## config.mk

```make
export PLATFORM = sky130hd
export DESIGN_NAME = dmem_store_buffer
export DESIGN_NICKNAME = d
export VERILOG_FILES = /design/src/rtl/arm_mem_pkg.sv /design/src/rtl/sb_match.sv /design/src/rtl/dmem_store_buffer.sv
export SDC_FILE = /design/constraint.sdc
export NUM_CORES = 1
export LEC_CHECK = 0
export BUFFER_PORTS_ARGS = -buffer_cell sky130_fd_sc_hd__clkbuf_2
export CORE_AREA = 5 5 157 159
export CTS_CLUSTER_DIAMETER = 200
export DETAILED_ROUTE_END_ITERATION = 10
export DIE_AREA = 0 0 162 164
export PLACE_DENSITY = 0.69
export SKIP_LAST_GASP = 1
export SLEW_MARGIN = 20
export SYNTH_ARGS = -nofsm -noshare
export SYNTH_HDL_FRONTEND = slang
export SYNTH_SLANG_ARGS = --single-unit
```

## constraint.sdc

```tcl
create_clock -name clk -period 4.3 [get_ports clk]
set_clock_uncertainty 0.15 [all_clocks]
set_input_delay 0.86 -clock clk [delete_from_list [all_inputs] [get_ports clk]]
set_output_delay 0.86 -clock clk [all_outputs]
set_load 0.05 [all_outputs]
```

## src/rtl/arm_mem_pkg.sv

```systemverilog
// Shared types and helpers for the data-memory store buffer.
//
// Contents:
//   SB_DEPTH_DEFAULT  default number of store-buffer entries
//   SB_AW / SB_DW     address / data widths an entry is built for
//   sb_entry_t        one buffered store {word address, data}
//   word_addr()       byte address -> word address (drops bits [1:0])
package arm_mem_pkg;

    localparam int unsigned SB_DEPTH_DEFAULT = 4;
    localparam int unsigned SB_AW            = 32;
    localparam int unsigned SB_DW            = 32;
    localparam int unsigned SB_WAW           = SB_AW - 2;

    typedef struct packed {
        logic [SB_WAW-1:0] waddr;
        logic [SB_DW-1:0]  data;
    } sb_entry_t;

    function automatic logic [SB_WAW-1:0] word_addr(input logic [SB_AW-1:0] byte_addr);
        return byte_addr[SB_AW-1:2];
    endfunction

endpackage

```

## src/rtl/sb_match.sv

```systemverilog
// Store-buffer address comparator.
//
// Compares a lookup word address against every entry and reports whether any
// valid entry matches, plus the index of the youngest matching entry.
// Validity and age are both pointer-relative: an entry's age offset is
// (index - rd_ptr) mod DEPTH, it is valid when that offset is below count,
// and a larger offset means a younger store.
//
// Ports:
//   entry_waddr   in   word address of every entry (index order)
//   rd_ptr        in   head (oldest) entry index
//   count         in   number of valid entries
//   lookup_waddr  in   word address being searched for
//   hit           out  at least one valid entry matches
//   hit_idx       out  index of the youngest matching entry (rd_ptr when no hit)
module sb_match #(
    parameter int unsigned DEPTH = 4,
    parameter int unsigned WAW   = 30,
    localparam int unsigned PW   = $clog2(DEPTH)
) (
    input  logic [DEPTH-1:0][WAW-1:0] entry_waddr,
    input  logic [PW-1:0]             rd_ptr,
    input  logic [PW:0]               count,
    input  logic [WAW-1:0]            lookup_waddr,
    output logic                      hit,
    output logic [PW-1:0]             hit_idx
);

    logic [PW-1:0] age;
    logic [PW-1:0] best_age;
    logic          valid;

    always_comb begin
        hit      = 1'b0;
        hit_idx  = rd_ptr;
        best_age = '0;
        age      = '0;
        valid    = 1'b0;
        for (int unsigned i = 0; i < DEPTH; i++) begin
            // Modular subtraction wraps naturally because DEPTH is a power of two.
            age   = PW'(i) - rd_ptr;
            valid = {1'b0, age} < count;
            if (valid && (entry_waddr[i] == lookup_waddr) && (!hit || (age > best_age))) begin
                hit      = 1'b1;
                hit_idx  = PW'(i);
                best_age = age;
            end
        end
    end

endmodule

```

## src/rtl/dmem_store_buffer.sv

```systemverilog
// Data-memory responder for the pipelined core's memory stage.
//
// Stores are queued in a circular FIFO and drained to backing memory over a
// valid/ready write channel; loads read backing memory combinationally.
// Build option STORE_FWD_EN: when defined, loads that hit a buffered store
// return the youngest matching data; when undefined, such loads stall until
// the matching stores have drained.
//
// Ports:
//   clk, reset        clock, asynchronous active-low reset
//   MemWriteM         store request          MemtoRegM   load request
//   ALUOutM           byte address           WriteDataM  store data
//   ReadDataM         load data (combinational)
//   StallSB           hold the M-stage request this cycle
//   SBEmpty           buffer empty
//   mem_wvalid/waddr/wdata/wready   head-entry write channel
//   mem_raddr/mem_rdata             combinational read port
module dmem_store_buffer
    import arm_mem_pkg::*;
#(
    parameter int unsigned DEPTH = SB_DEPTH_DEFAULT,
    parameter int unsigned AW    = SB_AW,
    parameter int unsigned DW    = SB_DW
) (
    input  logic          clk,
    input  logic          reset,
    input  logic          MemWriteM,
    input  logic          MemtoRegM,
    input  logic [AW-1:0] ALUOutM,
    input  logic [DW-1:0] WriteDataM,
    output logic [DW-1:0] ReadDataM,
    output logic          StallSB,
    output logic          SBEmpty,
    output logic          mem_wvalid,
    output logic [AW-1:0] mem_waddr,
    output logic [DW-1:0] mem_wdata,
    input  logic          mem_wready,
    output logic [AW-1:0] mem_raddr,
    input  logic [DW-1:0] mem_rdata
);

    localparam int unsigned PW  = $clog2(DEPTH);
    localparam int unsigned WAW = AW - 2;

    // Entries are stored as sb_entry_t, so widths must match the package.
    if ((AW != SB_AW) || (DW != SB_DW) || (DEPTH < 2) || ((DEPTH & (DEPTH - 1)) != 0))
    begin : g_bad_cfg
        $error("dmem_store_buffer: unsupported DEPTH/AW/DW combination");
    end

    sb_entry_t     entries_q [DEPTH];
    logic [PW-1:0] wr_ptr_q, wr_ptr_d;
    logic [PW-1:0] rd_ptr_q, rd_ptr_d;
    logic [PW:0]   count_q, count_d;

    logic full, empty, enq, deq;
    logic hit;
    logic [PW-1:0] hit_idx;
    logic [DEPTH-1:0][WAW-1:0] entry_waddr;

    // count never exceeds DEPTH = 2**PW, so its MSB alone flags full.
    assign full  = count_q[PW];
    assign empty = (count_q == '0);
    assign enq   = MemWriteM && !full;
    assign deq   = !empty && mem_wready;

    assign SBEmpty    = empty;
    assign mem_wvalid = !empty;
    assign mem_waddr  = {entries_q[rd_ptr_q].waddr, 2'b00};
    assign mem_wdata  = entries_q[rd_ptr_q].data;
    assign mem_raddr  = ALUOutM;

    always_comb begin
        wr_ptr_d = wr_ptr_q;
        rd_ptr_d = rd_ptr_q;
        count_d  = count_q;
        if (enq) wr_ptr_d = wr_ptr_q + 1'b1;
        if (deq) rd_ptr_d = rd_ptr_q + 1'b1;
        unique case ({enq, deq})
            2'b10:   count_d = count_q + 1'b1;
            2'b01:   count_d = count_q - 1'b1;
            default: count_d = count_q;
        endcase
    end

    always_ff @(posedge clk or negedge reset) begin
        if (!reset) begin
            wr_ptr_q <= '0;
            rd_ptr_q <= '0;
            count_q  <= '0;
        end else begin
            wr_ptr_q <= wr_ptr_d;
            rd_ptr_q <= rd_ptr_d;
            count_q  <= count_d;
        end
    end

    // Payload is qualified by the pointers/count, so it needs no reset.
    always_ff @(posedge clk) begin
        if (enq) begin
            entries_q[wr_ptr_q] <= '{waddr: word_addr(ALUOutM), data: WriteDataM};
        end
    end

    always_comb begin
        for (int unsigned i = 0; i < DEPTH; i++) begin
            entry_waddr[i] = entries_q[i].waddr;
        end
    end

    sb_match #(
        .DEPTH (DEPTH),
        .WAW   (WAW)
    ) u_sb_match (
        .entry_waddr  (entry_waddr),
        .rd_ptr       (rd_ptr_q),
        .count        (count_q),
        .lookup_waddr (word_addr(ALUOutM)),
        .hit          (hit),
        .hit_idx      (hit_idx)
    );

    // Full test uses registered count: a same-cycle drain does not admit the store.
    always_comb begin
        ReadDataM = mem_rdata;
        StallSB   = MemWriteM && full;
`ifdef STORE_FWD_EN
        if (hit) ReadDataM = entries_q[hit_idx].data;
`else
        if (MemtoRegM && hit) StallSB = 1'b1;
`endif
    end

`ifdef STORE_FWD_EN
    logic unused_load_req;
    assign unused_load_req = MemtoRegM;
`else
    logic [PW-1:0] unused_hit_idx;
    assign unused_hit_idx = hit_idx;
`endif

endmodule

```

# [After elaboration in Yosys (flattened, before gate mapping)]
# Memories as Yosys holds them, arrays and structs flattened.
# Index checks and enable logic that the tools add are counted.
[classes] n_addsub=8 order_cmp=7 n_eq_ne=6 mux=11 reduce_logical=21
[op_table] operator="$eq 30x30->1" count=4
[op_table] operator="$lt 2x3->1" count=4
[op_table] operator="$logic_and 1x1->1" count=11
[op_table] operator="$mux 1" count=7
[op_table] operator="$gt 2x2->1" count=3
[op_table] operator="$mux 2" count=3
[op_table] operator="$pmux 3 s2" count=1
[op_table] operator="$logic_not 1->1" count=5
[op_table] operator="$add 2x1->2 const B" count=2
[op_table] operator="$sub 1x2->2 const A" count=2
[op_table] operator="$sub 2x2->2 const A" count=2
[op_table] operator="$add 3x1->3 const B" count=1
[op_table] operator="$logic_not 3->1" count=1
[op_table] operator="$logic_or 1x1->1" count=3
[op_table] operator="$sub 3x1->3 const B" count=1
[op_table] operator="$eq 2x1->1 const B" count=1
[op_table] operator="$eq 2x2->1 const B" count=1
[op_table] operator="$reduce_bool 2->1" count=1
[word_totals] register_bits=7 ram_bits=248 output_inout_bits=131 wordCells=57 memories=1
[memory_table] name="entries_q" depth=4 word_bits=62 read_ports=5 rd_clocked_by_memory_dff=0 wr=1 line="dmem_store_buffer.sv:51" source="sb_entry_t entries_q [DEPTH];"

# [Depth between registers and ports, before layout]
[logic_depth] word_depth=18 ltp_mapped=10 ltp_nobuf=10

# [By module]
# A second synthesis with hierarchy kept.
[hier_totals] cells_unflattened=642 area_unflattened_um2=11658.7
[modules_own_cells] mod="dmem_store_buffer" n_inst=1 cells_each=431 area_each_um2=9945.8
[modules_own_cells] mod="sb_match" n_inst=1 cells_each=211 area_each_um2=1712.9

# [Worst setup path after synthesis]
# No wires, ideal clock.
[synth_timing] path_type="input-to-reg" startpoint="input port MemWriteM" endpoint="memory entries_q[0][0] (netlist name) (enable)" setup_time_ns=0.426 t_arrival_ns=2.691 slack_ns=1.032 cell_stages=3 path_cell_list="nor2b_1 > clkbuf_1 > and2_1"
[synth_between] elab_chain_len=3
[synth_lines] item="start: declaration" line="dmem_store_buffer.sv:27" source="input logic MemWriteM,"
[synth_lines] item="$logic_and 1x1->1" line="dmem_store_buffer.sv:64" source="assign enq = MemWriteM && !full;"
[synth_lines] item="$mux 1" line="dmem_store_buffer.sv:100" source="if (enq) begin"
[synth_lines] item="$mux 1 (implied by the code)" line="dmem_store_buffer.sv:101" source="entries_q[wr_ptr_q] <= '{waddr: word_addr(ALUOutM), data: WriteDataM};"
[synth_lines] item="end: declaration" line="dmem_store_buffer.sv:51"
# Every way passes these cells.

# [Worst setup path after layout]
[layout_timing] startpoint="input port ALUOutM[2]" endpoint="output port StallSB"
[layout_between] elab_chain_len=17 word_cells_on_any_way=29 classes_between="3 x order compare; 4 x eq/ne; 8 x mux; 14 x reduce/logical"
[layout_lines] item="start: declaration" line="dmem_store_buffer.sv:29" source="input logic [AW-1:0] ALUOutM,"
[layout_lines] item="$eq 30x30->1" line="sb_match.sv:43" source="if (valid && (entry_waddr[i] == lookup_waddr) && (!hit || (age > best_age))) begin"
[layout_lines] item="$logic_and 1x1->1" line="sb_match.sv:43"
[layout_lines] item="$mux 2 / $mux 1 (equally long branches)" line="sb_match.sv:43"
[layout_lines] item="$gt 2x2->1 / $logic_not 1->1 (equally long branches)" line="sb_match.sv:43"
[layout_lines] item="$logic_or 1x1->1" line="sb_match.sv:43"
[layout_lines] item="$logic_and 1x1->1" line="sb_match.sv:43"
[layout_lines] item="$mux 2 / $mux 1 (equally long branches)" line="sb_match.sv:43"
[layout_lines] item="$gt 2x2->1 / $logic_not 1->1 (equally long branches)" line="sb_match.sv:43"
[layout_lines] item="$logic_or 1x1->1" line="sb_match.sv:43"
[layout_lines] item="$logic_and 1x1->1" line="sb_match.sv:43"
[layout_lines] item="$mux 2 / $mux 1 (equally long branches)" line="sb_match.sv:43"
[layout_lines] item="$gt 2x2->1 / $logic_not 1->1 (equally long branches)" line="sb_match.sv:43"
[layout_lines] item="$logic_or 1x1->1" line="sb_match.sv:43"
[layout_lines] item="$logic_and 1x1->1" line="sb_match.sv:43"
[layout_lines] item="$mux 1 (*)" line="sb_match.sv:43"
[layout_lines] item="$logic_and 1x1->1 (*)" line="dmem_store_buffer.sv:130" source="if (MemtoRegM && hit) StallSB = 1'b1;"
[layout_lines] item="$mux 1 (*)" line="dmem_store_buffer.sv:130"
[layout_lines] item="end: declaration" line="dmem_store_buffer.sv:32" source="output logic StallSB,"
# Mark *: on every way between the ends. The rest lies on a longest branch, timed or not.

==> metrics.csv <==
stage,metric,value,unit
clock_tree,Clock Sinks,255,
clock_tree,root buf cell,clkbuf_16,
timing,final hold vios,0,
routing,DRC,0,
place,I/O Buffers,161,
final_layout,# fillers,1777,
critical_path,CP Launch Type,primary input,
routing,DR vias/cell,5.51,
routing,via count,5768,
yosys,"Avg Cell Area, Syn",18.4,um2
final_layout,layout cells sized above 1,36.6,%
die,Starting Density,48.8,%
power,P_int,5.48,mW
critical_path,cell mode on critical path,nand4_1,
clock_tree,TritonCTS clock tree,done,
die,die area,26600,um2
yosys,Mapped Area,11300,um2
clock_tree,clk buf depth,3,
timing,Relative slew margins,42.0,%
final_layout,"Core Util, Final",55.6,%
global_route,initial antenna violation count,0,
timing,TNS Setup,0,ns
critical_path,Worst R2R Path Depth,3,
critical_path,Critical Path AT,2.79,ns
routing,1st-iter DRT viols,417,
critical_path,Worst Setup End Kind,output pin,
power,leakage power,4.61,nW
die,die extent in y,164,um
final_layout,area growth from synthesis to layout,14.1,%
run,MaxCap Viol Count,0,
critical_path,Critical Path Max Stage Delay,0.51,ns
critical_path,"delay-heaviest family, CP",simple AND/OR/NAND/NOR gates,
global_route,first-pass GRT wire length,37900,um
timing,crit path time final,3.80,ns
critical_path,crit path buf inv count,2,
clock_tree,hold buffer count at cts,1,
power,clock power share,24.2,%
routing,Routed WL,24900,um
power,switching power,3.65,mW
timing,period utilisation layout,88.3,%
die,num rows,56,
final_layout,Final nets,849,
power,power per cell area,710,nW/um2
yosys,post-synthesis sequential area ratio,67.6,%
clock_tree,Num CTS Buffers,29,
power,Seq pwr share,35.8,%
hold_path,worst hold stages,2,
timing,unrepaired setup endpoints after global routing,false,
routing,Routed Antenna Nets,0,
hold_path,Worst Hold Class,flop to flop,
die,I/O Pins,232,
timing,fmax,263,MHz
yosys,library cells used by synthesis,27,
critical_path,WP depth,8,
critical_path,Setup CP Type,primary input to output pin,
global_route,largest net degree at the start of global routing,44,
yosys,Yosys reg bits,255,
power,peak supply drop,0.000493,V
run_status,status,"finished, final reports clean",
timing,Hold WS,0.357,ns
die,core outline area,23100,um2
power,Comb pwr share,40.0,%
critical_path,Worst Path Max Fanout,9,
clock_tree,total setup buffers inserted after CTS,0,
place,Routability Congestion,0.903,
timing,pins over their slew limit,0,
clock_tree,CTS H-tree lvls,1,
final_layout,n_diodes,0,
clock_tree,clk_lat worst skew,0.54,ns
yosys,Mapped Cells,613,
critical_path,critical-path cell list,clkbuf_2 -> xor2_1 -> nor4_1 -> nand4_1 -> a211oi_1 -> nand4_1 -> nand4_1 -> clkbuf_2,
timing,endpoints failing setup,0,
power,Net Sw Frac,40.0,%
critical_path,CP max-delay cell,nor4_1,
die,chip width,162,um
yosys,Synth warnings,0,
clock_tree,post-CTS resize count,0,
routing,Wirelength per Cell,23.8,um
global_route,All-Layer GR Usage,18.8,%
timing,worst slew pin tran,0.871,ns
power,Total Power,9.13,mW
global_route,total gr overflow,0,
global_route,via count of the first global-routing pass,6221,
routing,DRT Pass-1 Iters,5,
place,post-detail-place hpwl,17100,um
critical_path,CP required,3.29,ns
clock_tree,Worst-path clk slew,0.05,ns
## power groups by stage
stage / registers [mW] / clock network (mW) / logic, mW
finish: 3.27 / 2.21 / 3.65
global route: 3.30 / 2.38 / 3.87
CTS: 3.27 / 2.26 / 3.73
detailed placement: 3.32 / 0 / 3.71
global placement: 3.29 / 0 / 3.69
floorplan: 3.29 / 0 / 2.90
## cells in the final DEF (no fill, tap or decap), drive strengths merged, types with 7 or more instances in the layout
| cell type | n |
|---|---|
| buf | 12 |
| clkbuf | 198 |
| clkinv | 10 |
| dfrtp | 7 |
| edfxtp | 248 |
| ha | 9 |
| inv | 13 |
| mux4 | 62 |
| nand4 | 11 |
| nor4 | 24 |
| xnor2 | 13 |
| xor2 | 114 |
## synth_stat cells
cell | number | area (um2)
o21ai_0 | 2 | 10.0
buf_4 | 68 | 510
nor3_1 | 4 | 20.0
a21oi_1 | 6 | 30.0
mux4_2 | 62 | 1400
nor2b_1 | 2 | 12.5
a211oi_1 | 3 | 22.5
fa_1 | 1 | 20.0
nor2_1 | 1 | 3.75
and2_1 | 4 | 25.0
nor4_2 | 1 | 12.5
nor4_1 | 23 | 144
nand4_1 | 11 | 68.8
clkbuf_1 | 3 | 11.3
conb_1 | 1 | 3.75
a41oi_1 | 1 | 8.76
a2111oi_2 | 1 | 15.0
xor2_1 | 114 | 998
xnor2_1 | 13 | 114
nand3_1 | 2 | 10.0
nand2_1 | 4 | 15.0
buf_2 | 6 | 30.0
inv_1 | 12 | 45.0
edfxtp_1 | 248 | 7450
dfrtp_1 | 7 | 175
buf_1 | 4 | 15.0
ha_1 | 9 | 113
## worst reg2reg max path: cells and delay by family (launching register included)
family / cells / cell delay (ns)
and+or+nand+nor: 2 / 1.10
buffers and inverters: 1 / 0.49
DFF: 1 / 0.41
## registers in the layout, indices dropped and copies added, names as in the netlist
name       cells
entries_q    248
count_q        3
rd_ptr_q       2
wr_ptr_q       2
## layout make-up
class	instances	area [um2]	share of cell area (%)
Tap cell	290	363	2.82
Clock buffer	37	756	5.87
Inverter	12	45.0	0.350
Timing Repair Buffer	174	931	7.24
Sequential cell	255	7630	59.3
Clock inverter	12	91.3	0.710
Multi-Input combinational cell	266	3050	23.7
## final timing paths
kind | slack [ns] | to | start
min in group asynchronous | 0.55 | count_q[1]$_DFFE_PN0P_ | reset
min reg2reg | 0.36 | count_q[1]$_DFFE_PN0P_ | count_q[1]$_DFFE_PN0P_
max | 0.50 | StallSB | ALUOutM[2]
max reg2reg | 1.80 | entries_q[0][18]$_DFFE_PP_ | count_q[2]$_DFFE_PN0P_
max in group asynchronous | 3.25 | rd_ptr_q[0]$_DFFE_PN0P_ | reset
min | 0.36 | count_q[1]$_DFFE_PN0P_ | count_q[1]$_DFFE_PN0P_
## through the flow
stage	cells	setup WS (ns)	cell area (um2)
global route	1046	0.364	12900
global placement	996	0.481	12000
CTS	1046	0.437	12900
finish	1046	0.505	12900
detailed placement	996	0.446	12000
floorplan	614	1.03	11300
## per-layer routing
metal	share of wire, %	up-vias	GRT usage (%)
li1	-	2562	-
met1	41	2923	25.8
met2	48	229	30.6
met3	8.0	54	4.49
met4	2.7	0	5.34
met5	0	-	0
## cells by family (layout without fill, tap and decap cells)
family	after synthesis	after routing	synth area share, %
flops	255	255	67.6
xor+xnor	127	127	9.86
buf+inv	93	235	5.43
mux	62	62	12.4
simple gates	52	52	2.76
compound gates	13	13	0.766
fa+ha+maj	10	10	1.18
other cells	1	2	0.0333
No activity file was read; power rests on OpenSTA's default activity.
